<file path="src/rtl/apb_master_bridge.sv">
// APB master bridge: turns a local transfer request into an APB
// SETUP/ACCESS sequence toward one of SLAVES_NUM slaves. It returns read
// data and the slave error of the last completed transfer.
module apb_master_bridge #(
  parameter int DATA_WIDTH   = 32,
  parameter int ADDR_WIDTH   = 32,
  parameter int STROBE_WIDTH = 4,
  parameter int SLAVES_NUM   = 2
) (
  input  logic                    PCLK,
  input  logic                    PRESETn,
  input  logic                    Transfer,
  input  logic [ADDR_WIDTH-1:0]   ADDR_in,
  input  logic [DATA_WIDTH-1:0]   DATA_in,
  input  logic                    WRITE_in,
  input  logic [SLAVES_NUM-1:0]   SEL_in,
  input  logic [STROBE_WIDTH-1:0] STROB_in,
  input  logic [2:0]              PROT_in,
  input  logic [DATA_WIDTH-1:0]   PRDATA,
  input  logic                    PREADY,
  input  logic                    PSLVERR,
  output logic [DATA_WIDTH-1:0]   DATA_out,
  output logic                    SLVERR_out,
  output logic [ADDR_WIDTH-1:0]   PADDR,
  output logic [SLAVES_NUM-1:0]   PSEL,
  output logic                    PENABLE,
  output logic                    PWRITE,
  output logic [DATA_WIDTH-1:0]   PWDATA,
  output logic [STROBE_WIDTH-1:0] PSTRB,
  output logic [2:0]              PPROT
);

  typedef enum logic [1:0] {
    IDLE,
    SETUP,
    ACCESS
  } state_t;

  state_t                  state, state_d;
  logic                    start;
  logic [ADDR_WIDTH-1:0]   paddr_d;
  logic [SLAVES_NUM-1:0]   psel_d;
  logic                    penable_d;
  logic                    pwrite_d;
  logic [DATA_WIDTH-1:0]   pwdata_d;
  logic [STROBE_WIDTH-1:0] pstrb_d;
  logic [2:0]              pprot_d;
  logic [DATA_WIDTH-1:0]   data_d;
  logic                    slverr_d;

  // Next-state and next bus values. The registered bus outputs double as the
  // request latch, so they are loaded only when a new transfer is accepted.
  always_comb begin
    state_d   = state;
    start     = 1'b0;
    paddr_d   = PADDR;
    psel_d    = PSEL;
    penable_d = PENABLE;
    pwrite_d  = PWRITE;
    pwdata_d  = PWDATA;
    pstrb_d   = PSTRB;
    pprot_d   = PPROT;
    data_d    = DATA_out;
    slverr_d  = SLVERR_out;
    unique case (state)
      IDLE: begin
        psel_d    = '0;
        penable_d = 1'b0;
        start     = Transfer && (|SEL_in);
      end
      SETUP: begin
        penable_d = 1'b1;
        state_d   = ACCESS;
      end
      ACCESS: begin
        if (PREADY) begin
          slverr_d = PSLVERR;
          if (!PWRITE) data_d = PRDATA;
          psel_d    = '0;
          penable_d = 1'b0;
          state_d   = IDLE;
          start     = Transfer && (|SEL_in);
        end
      end
      default: state_d = IDLE;
    endcase
    // Acceptance from IDLE and back-to-back acceptance at completion share one load path
    if (start) begin
      state_d   = SETUP;
      psel_d    = SEL_in;
      penable_d = 1'b0;
      paddr_d   = ADDR_in;
      pwrite_d  = WRITE_in;
      pprot_d   = PROT_in;
      pwdata_d  = WRITE_in ? DATA_in : '0;
      pstrb_d   = WRITE_in ? STROB_in : '0;
    end
  end

  // State and output registers with synchronous active-high reset
  always_ff @(posedge PCLK) begin
    if (PRESETn) begin
      state      <= IDLE;
      PADDR      <= '0;
      PSEL       <= '0;
      PENABLE    <= 1'b0;
      PWRITE     <= 1'b0;
      PWDATA     <= '0;
      PSTRB      <= '0;
      PPROT      <= '0;
      DATA_out   <= '0;
      SLVERR_out <= 1'b0;
    end else begin
      state      <= state_d;
      PADDR      <= paddr_d;
      PSEL       <= psel_d;
      PENABLE    <= penable_d;
      PWRITE     <= pwrite_d;
      PWDATA     <= pwdata_d;
      PSTRB      <= pstrb_d;
      PPROT      <= pprot_d;
      DATA_out   <= data_d;
      SLVERR_out <= slverr_d;
    end
  end

endmodule

</file>
<file path="config.mk">
export PLATFORM = sky130hd
export DESIGN_NAME = apb_master_bridge
export DESIGN_NICKNAME = d
export VERILOG_FILES = /design/src/rtl/apb_master_bridge.sv
export SDC_FILE = /design/constraint.sdc
export NUM_CORES = 1
export LEC_CHECK = 0
export BUFFER_PORTS_ARGS = -buffer_cell sky130_fd_sc_hd__buf_2
export CORE_ASPECT_RATIO = 0.7
export CORE_MARGIN = 3
export CORE_UTILIZATION = 45
export CTS_CLUSTER_DIAMETER = 50
export DETAILED_ROUTE_END_ITERATION = 7
export PLACE_DENSITY_LB_ADDON = 0.1
export REMOVE_ABC_BUFFERS = 1
export SLEW_MARGIN = 20
export SYNTH_ARGS = -nofsm -noshare
export SYNTH_HDL_FRONTEND = slang
export SYNTH_SLANG_ARGS = --single-unit
</file>
<file path="constraint.sdc">
create_clock -name PCLK -period 3.45 [get_ports PCLK]
set_input_delay 0.345 -clock PCLK [delete_from_list [all_inputs] [get_ports PCLK]]
set_output_delay 0.345 -clock PCLK [all_outputs]
set_load 0.02 [all_outputs]
</file>
== Word-level counts from Yosys, hierarchy flattened ==
Cells that the tools add are included.

* Flip-flop bits (word level): 110
* Latch bits: 0
* Memory bits (writable): 0
* Bits in read-only memories: 0
* Bits of input ports: 111
* Output and inout port bits: 108
* Logic and storage cells: 41
* Memories: 0

* Add/subtract/negate cells: 0
* Multipliers: 0
* Div/mod/pow operators: 0
* Magnitude comparators: 0
* Eq/ne operators: 5
* Shift operators: 0
* Multiplexer cells: 11
* Bitwise gates (word level): 2
* Reduce and logical (&&, ||, !) cells: 12

{| class="wikitable"
|+ Operator list
! kind !! count
|-
| $mux W32 || 1
|-
| $reduce_and A2 Y1 || 5
|-
| $pmux W2 S3 || 1
|-
| $reduce_bool A3 Y1 || 2
|-
| $mux W2 || 2
|-
| $mux W4 || 1
|-
| $ne A2 B2 Y1 const B || 2
|-
| $pmux W2 S2 || 1
|-
| $reduce_or A2 Y1 || 2
|-
| $mux W1 || 3
|-
| $ne A3 B3 Y1 const B || 1
|-
| $pmux W1 S3 || 1
|-
| $reduce_and A3 Y1 || 1
|-
| $eq A2 B1 Y1 const B || 1
|-
| $eq A2 B2 Y1 const B || 1
|-
| $logic_not A2 Y1 || 1
|-
| $not A1 Y1 || 2
|-
| $pmux W1 S2 || 1
|-
| $logic_and A1 B1 Y1 || 1
|}

== Depth between registers and ports, before layout ==
Gate-level depths: netlist of run 1.

* Word-level depth: 6
* Gate-level depth with buffers: 7
* Depth with buffers taken out: 3

== Worst setup path before layout of run 1 ==
OpenSTA, ideal clock, no wires.

* Path type: register -> register
* Start point: reg state[0]
* End point: reg PWDATA[21]
* Library setup time: 116 ps
* Arrival: 1261 ps
* Data required time: 3334 ps
* Slack: 2073 ps
* Stages on the path, launching flop included: 6
* Path buffers: 3
* Period minus slack after synthesis: 1377 ps
* Path through: dfxtp_1 buf_2 buf_4 buf_2 o311a_1 a41o_1

* Cells in the longest elaborated chain, start to end: 2
* Elaborated cells between the ends (all ways): 3
* Those cells by class: eq/ne: 1; mux: 1; reduce/logical: 1

{| class="wikitable"
|+ Ends and longest elaborated chain
! element !! line !! source
|-
| start: declaration || 39 || <nowiki>state_t state, state_d;</nowiki>
|-
| start signal: assignment || 114 || <nowiki>state <= state_d;</nowiki>
|-
| $eq A2 B2 Y1 or $logic_not A2 Y1 (tied branches) || 65 || <nowiki>unique case (state)</nowiki>
|-
| $pmux W1 S2 * || 65 ||
|-
| end signal: assignment || 119 || <nowiki>PWDATA <= pwdata_d;</nowiki>
|-
| end: declaration || 28 || <nowiki>output logic [DATA_WIDTH-1:0] PWDATA,</nowiki>
|}

Every way passes the cells marked *; elsewhere a longest branch is shown, timed or not.
A chain may end at the register's enable or synchronous reset.

== Worst setup path in the final report of run 1 ==
* Start point: reg state[0]
* End point: reg DATA_out[7]

* Cells in the longest elaborated chain, start to end: 2

{| class="wikitable"
|+ Ends and longest elaborated chain
! element !! line !! source
|-
| $eq A2 B2 Y1 || 65 ||
|-
| $reduce_and A3 Y1 (no source line) || n/a ||
|-
| end signal: assignment || 122 || <nowiki>DATA_out <= data_d;</nowiki>
|-
| end: declaration || 22 || <nowiki>output logic [DATA_WIDTH-1:0] DATA_out,</nowiki>
|}

Every way passes these cells.

==> impl_metrics.yaml, run 1 <==
floorplan:
  ios: 219
  die-area_um2: 11300
  fp-row-count: 29
  die_w_um: 126
  fp.dieH_um: 89.9
  initial_core_util_pct: 47.9
  core_um2: 9430
synth:
  ys_types: 27
  yosysSeqAreaShare_pct: 48.7
  yosysTopAreaCell: "dfxtp_1"
  syn_area_um2: 4520
  synthTopCellsByCount: "dfxtp_1, a21oi_1, nand2_1"
  async_flop_share_pct: 0
  synth_edf_count: 0
  yosys_warnings: 0
  synth.area.top_cells: "dfxtp_1, a41o_1, o311a_1, a21oi_1, o31ai_1"
  synth.most_common_cell: "dfxtp_1"
  syn_area_per_cell_um2: 9.56
  ys_ff_latch: 110
  synth_top_area_share_pct: 48.7
  syn_inst: 473
  synth_ff_type: "dfxtp_1"
timing:
  hold_viol_final: 0
  period_needed_ns: 1.94
  rsz0062_at_grt: "false"
  fmax_mhz: 516
  setup-violations-final: 0
  final_max_slew_viol_count: 0
  period_share_pct: 56.2
  timing.hold.ws_ns: 0.245
  skew_ns: 0.00428
  slew_headroom_pct: 40.5
  tightest_slew_ns: 0.892
  tns_ns: 0
global_route:
  grt_pass1_wl_um: 21700
  grt_pass1_vias: 4097
  grt_max_degree: 73
  grt_usage_pct: 22.8
  grt.overflow.total: 0
  antenna_found_initial: 0
clock_tree:
  cts.clk_slew.worst_paths_ns: 0.07
  cts_tree: "done"
  htree_num_levels: 3
  cts_sinks: 110
  cts_buffers: 9
  post_cts_buffers: 0
  clk_path_buf_depth: 2
  postCtsHoldBufs: 0
  ctsResizeCount: 0
  cts_root_buffer: "clkbuf_16"
  clock_latency_ns: 0.34
drt:
  wl_met2_um: 6430
  drtIter0Drc: 512
  wl_met3_um: 1070
  dr.pass1.iters: 5
  dr_total_vias: 4489
  via_per_inst: 5.80
  wl_um: 13600
  wl_met1_um: 5960
  drc: 0
  route.detailed.wl_per_inst_um: 17.6
  antenna_left: 0
  top_layer_used: "met4"
setup_path:
  cp.required_ns: 3.70
  critPathCaptureType: "flip-flop"
  cp.arrival_ns: 2.19
  worstSetupPathType: "reg2reg"
  critPathLaunch: "state[0]"
  crit_fanout: 44
  crit-reg2reg-launch: "state[0]"
  cp-start-kind: "flip-flop"
cells_and_area:
  layout-drive-gt1-share_pct: 38.3
  finalCoreUtilization_pct: 61.3
  area_growth_pct: 27.9
  final_cells: 774
  antenna_cells: 0
  nNetsFinal: 758
hold_path:
  hp-start: "PRDATA[8]"
  hold_class: "in2reg"
power:
  p_clk_share_pct: 36.2
  internal_power_mw: 2.02
  switching_share_pct: 25.9
  switchingPower_mw: 0.706
  p_per_area_nw_per_um2: 471
  combPwrFrac_pct: 14.1
  seqPwrFrac_pct: 49.7
  ir_drop_v: 0.000221
  p_leak_nw: 3.00
status:
  outcome: "finished, final reports clean"
run:
  drv_cap: 0
placed_design:
  place_congestion: 0.791
  place_hpwl_um: 9250
  dp.cells: 760
  portBuffers: 218
## power by group through the flow
| stage | Combinational, mW | Clock (mW) | Sequential, mW |
|---|---|---|---|
| after floorplan | 0.122 | 0 | 1.45 |
| after global placement | 0.377 | 0 | 1.38 |
| after detailed placement | 0.382 | 0 | 1.38 |
| after CTS | 0.383 | 1.01 | 1.35 |
| after global routing | 0.415 | 1.07 | 1.36 |
| final | 0.384 | 0.985 | 1.35 |
## layout by cell type, fill, tap and decap left out, drive strengths merged
master / n
inv: 2
o311a: 36
dfxtp: 110
a22o: 2
mux2: 1
o21a: 1
nor2: 2
o21ai: 1
nand2: 64
buf: 230
a21boi: 1
a41o: 36
nand4: 36
mux2i: 1
nor2b: 1
o31ai: 36
and4bb: 1
nand4bb: 1
bufinv: 1
nor3: 1
a21oi: 69
clkbuf: 12
nand2b: 1
clkinv: 2
nand3b: 1
nor4: 1
## cells by family (layout without fill, tap and decap cells)
group | count (synthesis) | in the layout | synth area share, %
buf+inv | 70 | 247 | 8.16
mux | 2 | 2 | 0.470
compound gates | 182 | 182 | 30.5
flops | 110 | 110 | 48.7
simple gates | 109 | 109 | 12.2
## cell type report
| class | count | area, um2 |
|---|---|---|
| inverter | 3 | 12.5 |
| clock buffer | 12 | 236 |
| fill | 851 | 3650 |
| multi-input combinational | 293 | 1960 |
| tap | 124 | 155 |
| sequential | 110 | 2200 |
| clock inverter | 2 | 35.0 |
| timing repair buffer | 230 | 1180 |
## worst paths after layout
path / endpoint / slack [ns] / depth (start not counted)
setup / recovery: DATA_out[7] / 1.51 / 5
hold reg to reg: DATA_out[6] / 0.45 / 2
hold / removal: DATA_out[8] / 0.25 / 3
setup reg to reg: DATA_out[7] / 1.51 / 5
## worst max-delay path, cell delays in order (launching register included)
cell and delay [ns]:
dfxtp_2 0.55, buf_4 0.51, nand4bb_1 0.20, buf_4 0.32, nand2_1 0.09, a21oi_1 0.17
## sequential cells by signal, summed over array words and instances, names as in the netlist
signal / flops
state: 2
PSEL: 2
PSTRB: 4
PWRITE: 1
DATA_out: 32
PADDR: 32
PENABLE: 1
PWDATA: 32
SLVERR_out: 1
PPROT: 3
## through the flow
step                cell area (um2)  power, mW  worst slack, ns
finish                         5780       2.72             1.51
global route                   5780       2.84             1.36
CTS                            5780       2.75             1.51
detailed placement             5510       1.76             1.50
global placement               5510       1.76             1.54
floorplan                      4170       1.57            0.381
## layer usage
| layer | up-vias | GRT usage (%) |
|---|---|---|
| met5 | - | 0 |
| met4 | 0 | 6.16 |
| met3 | 15 | 5.57 |
| met2 | 189 | 35.6 |
| met1 | 2121 | 31.7 |
| li1 | 2164 | - |
(Power assumes the default switching activity.)
==> run 2: changes to the inputs <==
- CORE_UTILIZATION: 45 -> 42
- clock period: 3.45 -> 1.77 ns (I/O delays scaled with it)
==> run 2 against run 1 <==
Critical path depth down 1; routed wire length up 2.9%; core utilization down 5.0 points; power up 93%; global-route usage down 1.0 points; final cell count up 2.2%; die area up 6.7%; design area up 1.6%; hold slack worse by 0.18 ns; non-clock buffer count up 6.
==> impl_metrics.yaml, run 2 (synthesis gave the netlist of run 1 again) <==
power:
  p_clk_share_pct: 34.9
  combPwrFrac_pct: 14.9
  power_mw: 5.24
  switching_share_pct: 27.2
  p_leak_nw: 3.05
  ir_drop_v: 0.000483
  p_per_area_nw_per_um2: 892
  switchingPower_mw: 1.43
  internal_power_mw: 3.82
  seqPwrFrac_pct: 50.2
timing:
  period_needed_ns: 1.67
  final_max_slew_viol_count: 0
  period_share_pct: 94.5
  rsz0062_at_grt: "false"
  fmax_mhz: 598
  skew_ns: 0.00668
  slew_headroom_pct: 41.0
  hold_viol_final: 0
  tightest_slew_ns: 0.885
  setup-violations-final: 0
setup_path:
  cp-start-kind: "flip-flop"
  crit_fanout: 77
  crit-reg2reg-launch: "state[0]"
  cp.required_ns: 2.03
  critPathLaunch: "state[0]"
  critPathCaptureType: "flip-flop"
  cp.arrival_ns: 1.93
  worstSetupPathType: "reg2reg"
global_route:
  grt-busiest-layer: "met2"
  antenna_found_initial: 0
  grt_pass1_wl_um: 21400
  grt_max_degree: 78
  grt.overflow.total: 0
  grt_use_met2_pct: 33.8
  met1_usage_pct: 29.9
  groute.layer.met3.usage_pct: 5.24
  grt_usage_pct: 21.8
  grt_pass1_vias: 4113
run:
  drv_cap: 0
cells_and_area:
  layout-drive-gt1-share_pct: 39.3
  reg_top3: "DATA_out x32, PADDR x32, PWDATA x32"
  regArea_um2: 2200
  final_cell_mix: "buf_2, dfxtp_1, a21oi_1, nand2_1"
  finalCoreUtilization_pct: 56.3
  nFillCells: 973
  final_common_cell: "buf_2"
  area_growth_pct: 30.0
  antenna_cells: 0
  nNetsFinal: 765
  multi_input_area_um2: 1970
drt:
  drtIter0Drc: 358
  antenna_left: 0
  wl_um: 14000
  via_per_inst: 5.80
  drc: 0
  dr.pass1.iters: 5
  route.detailed.wl_per_inst_um: 17.7
  dr_total_vias: 4590
floorplan:
  ios: 219
  core_um2: 10400
  fp-row-count: 31
  die-area_um2: 12100
  initial_core_util_pct: 43.4
  fp.dieH_um: 92.8
  die_w_um: 130
placed_design:
  place_congestion: 0.825
  place_hpwl_um: 9020
  portBuffers: 218
clock_tree:
  cts.clk_slew.worst_paths_ns: 0.07
  cts_buffers: 9
  htree_num_levels: 3
  cts_root_buffer: "clkbuf_16"
  postCtsHoldBufs: 0
  clock_latency_ns: 0.34
  cts_sinks: 110
  cts_tree: "done"
  clk_path_buf_depth: 2
hold_path:
  hp-start: "PRDATA[24]"
  hold_class: "in2reg"
status:
  outcome: "finished, final reports clean"
[run 2: power by group through the flow]
stage / clock network, mW / logic [mW] / registers, mW
2_1_floorplan: 0 / 0.238 / 2.82
3_3_place_gp: 0 / 0.760 / 2.68
3_5_place_dp: 0 / 0.774 / 2.69
4_1_cts: 1.89 / 0.779 / 2.63
5_1_grt: 1.98 / 0.844 / 2.64
6_report: 1.83 / 0.783 / 2.63
[run 2: layout make-up]
class / instances / area share (%)
sequential: 110 / 37.5
multi-input combinational: 294 / 33.5
timing repair buffer: 236 / 21.5
clock buffer: 12 / 4.02
tap: 132 / 2.81
clock inverter: 4 / 0.404
inverter: 3 / 0.277
[run 2: worst paths after layout]
kind                  endpoint  slack, ns  cells after the start
hold reg to reg   DATA_out[31]       0.45                      2
setup / recovery       PENABLE        0.1                      4
setup reg to reg       PENABLE        0.1                      4
hold / removal    DATA_out[24]       0.07                      3
[run 2: metrics by stage]
step / hold slack, ns / worst slack, ns / TNS (ns) / area, um2 / instances
after floorplan: 0.246 / -1.30 / -102.86 / 4170 / 406
after global placement: 0.416 / -0.00682 / -0.0636 / 5600 / 773
after detailed placement: 0.422 / -0.0300 / -0.289 / 5600 / 773
after CTS: 0.0535 / 0.0709 / 0 / 5870 / 790
after global routing: 0.0535 / 0.0171 / 0 / 5880 / 791
final: 0.0695 / 0.0982 / 0 / 5880 / 791
[run 2: what timing repair did]
action / CTS / global route
setup endpoints to repair: 12 / 1
gates cloned: 1 / 0
setup buffers: 0 / 1
pin swaps: 1 / 0
gates resized for setup: 0 / 1
[run 2: critical path: stages (launching register included)]
cell        delay [ns]
dfxtp_2           0.41
buf_12            0.34
clkinvlp_4        0.30
a21oi_1           0.29
a21boi_0          0.22
[run 2: per-layer routing]
metal  vias up  wire length, um  share of wire (%)
li1       2184                -                  -
met1      2169             6050                 43
met2       222             6630                 47
met3        15             1160                8.2
met4         0              196                1.4
met5         -                0                  0
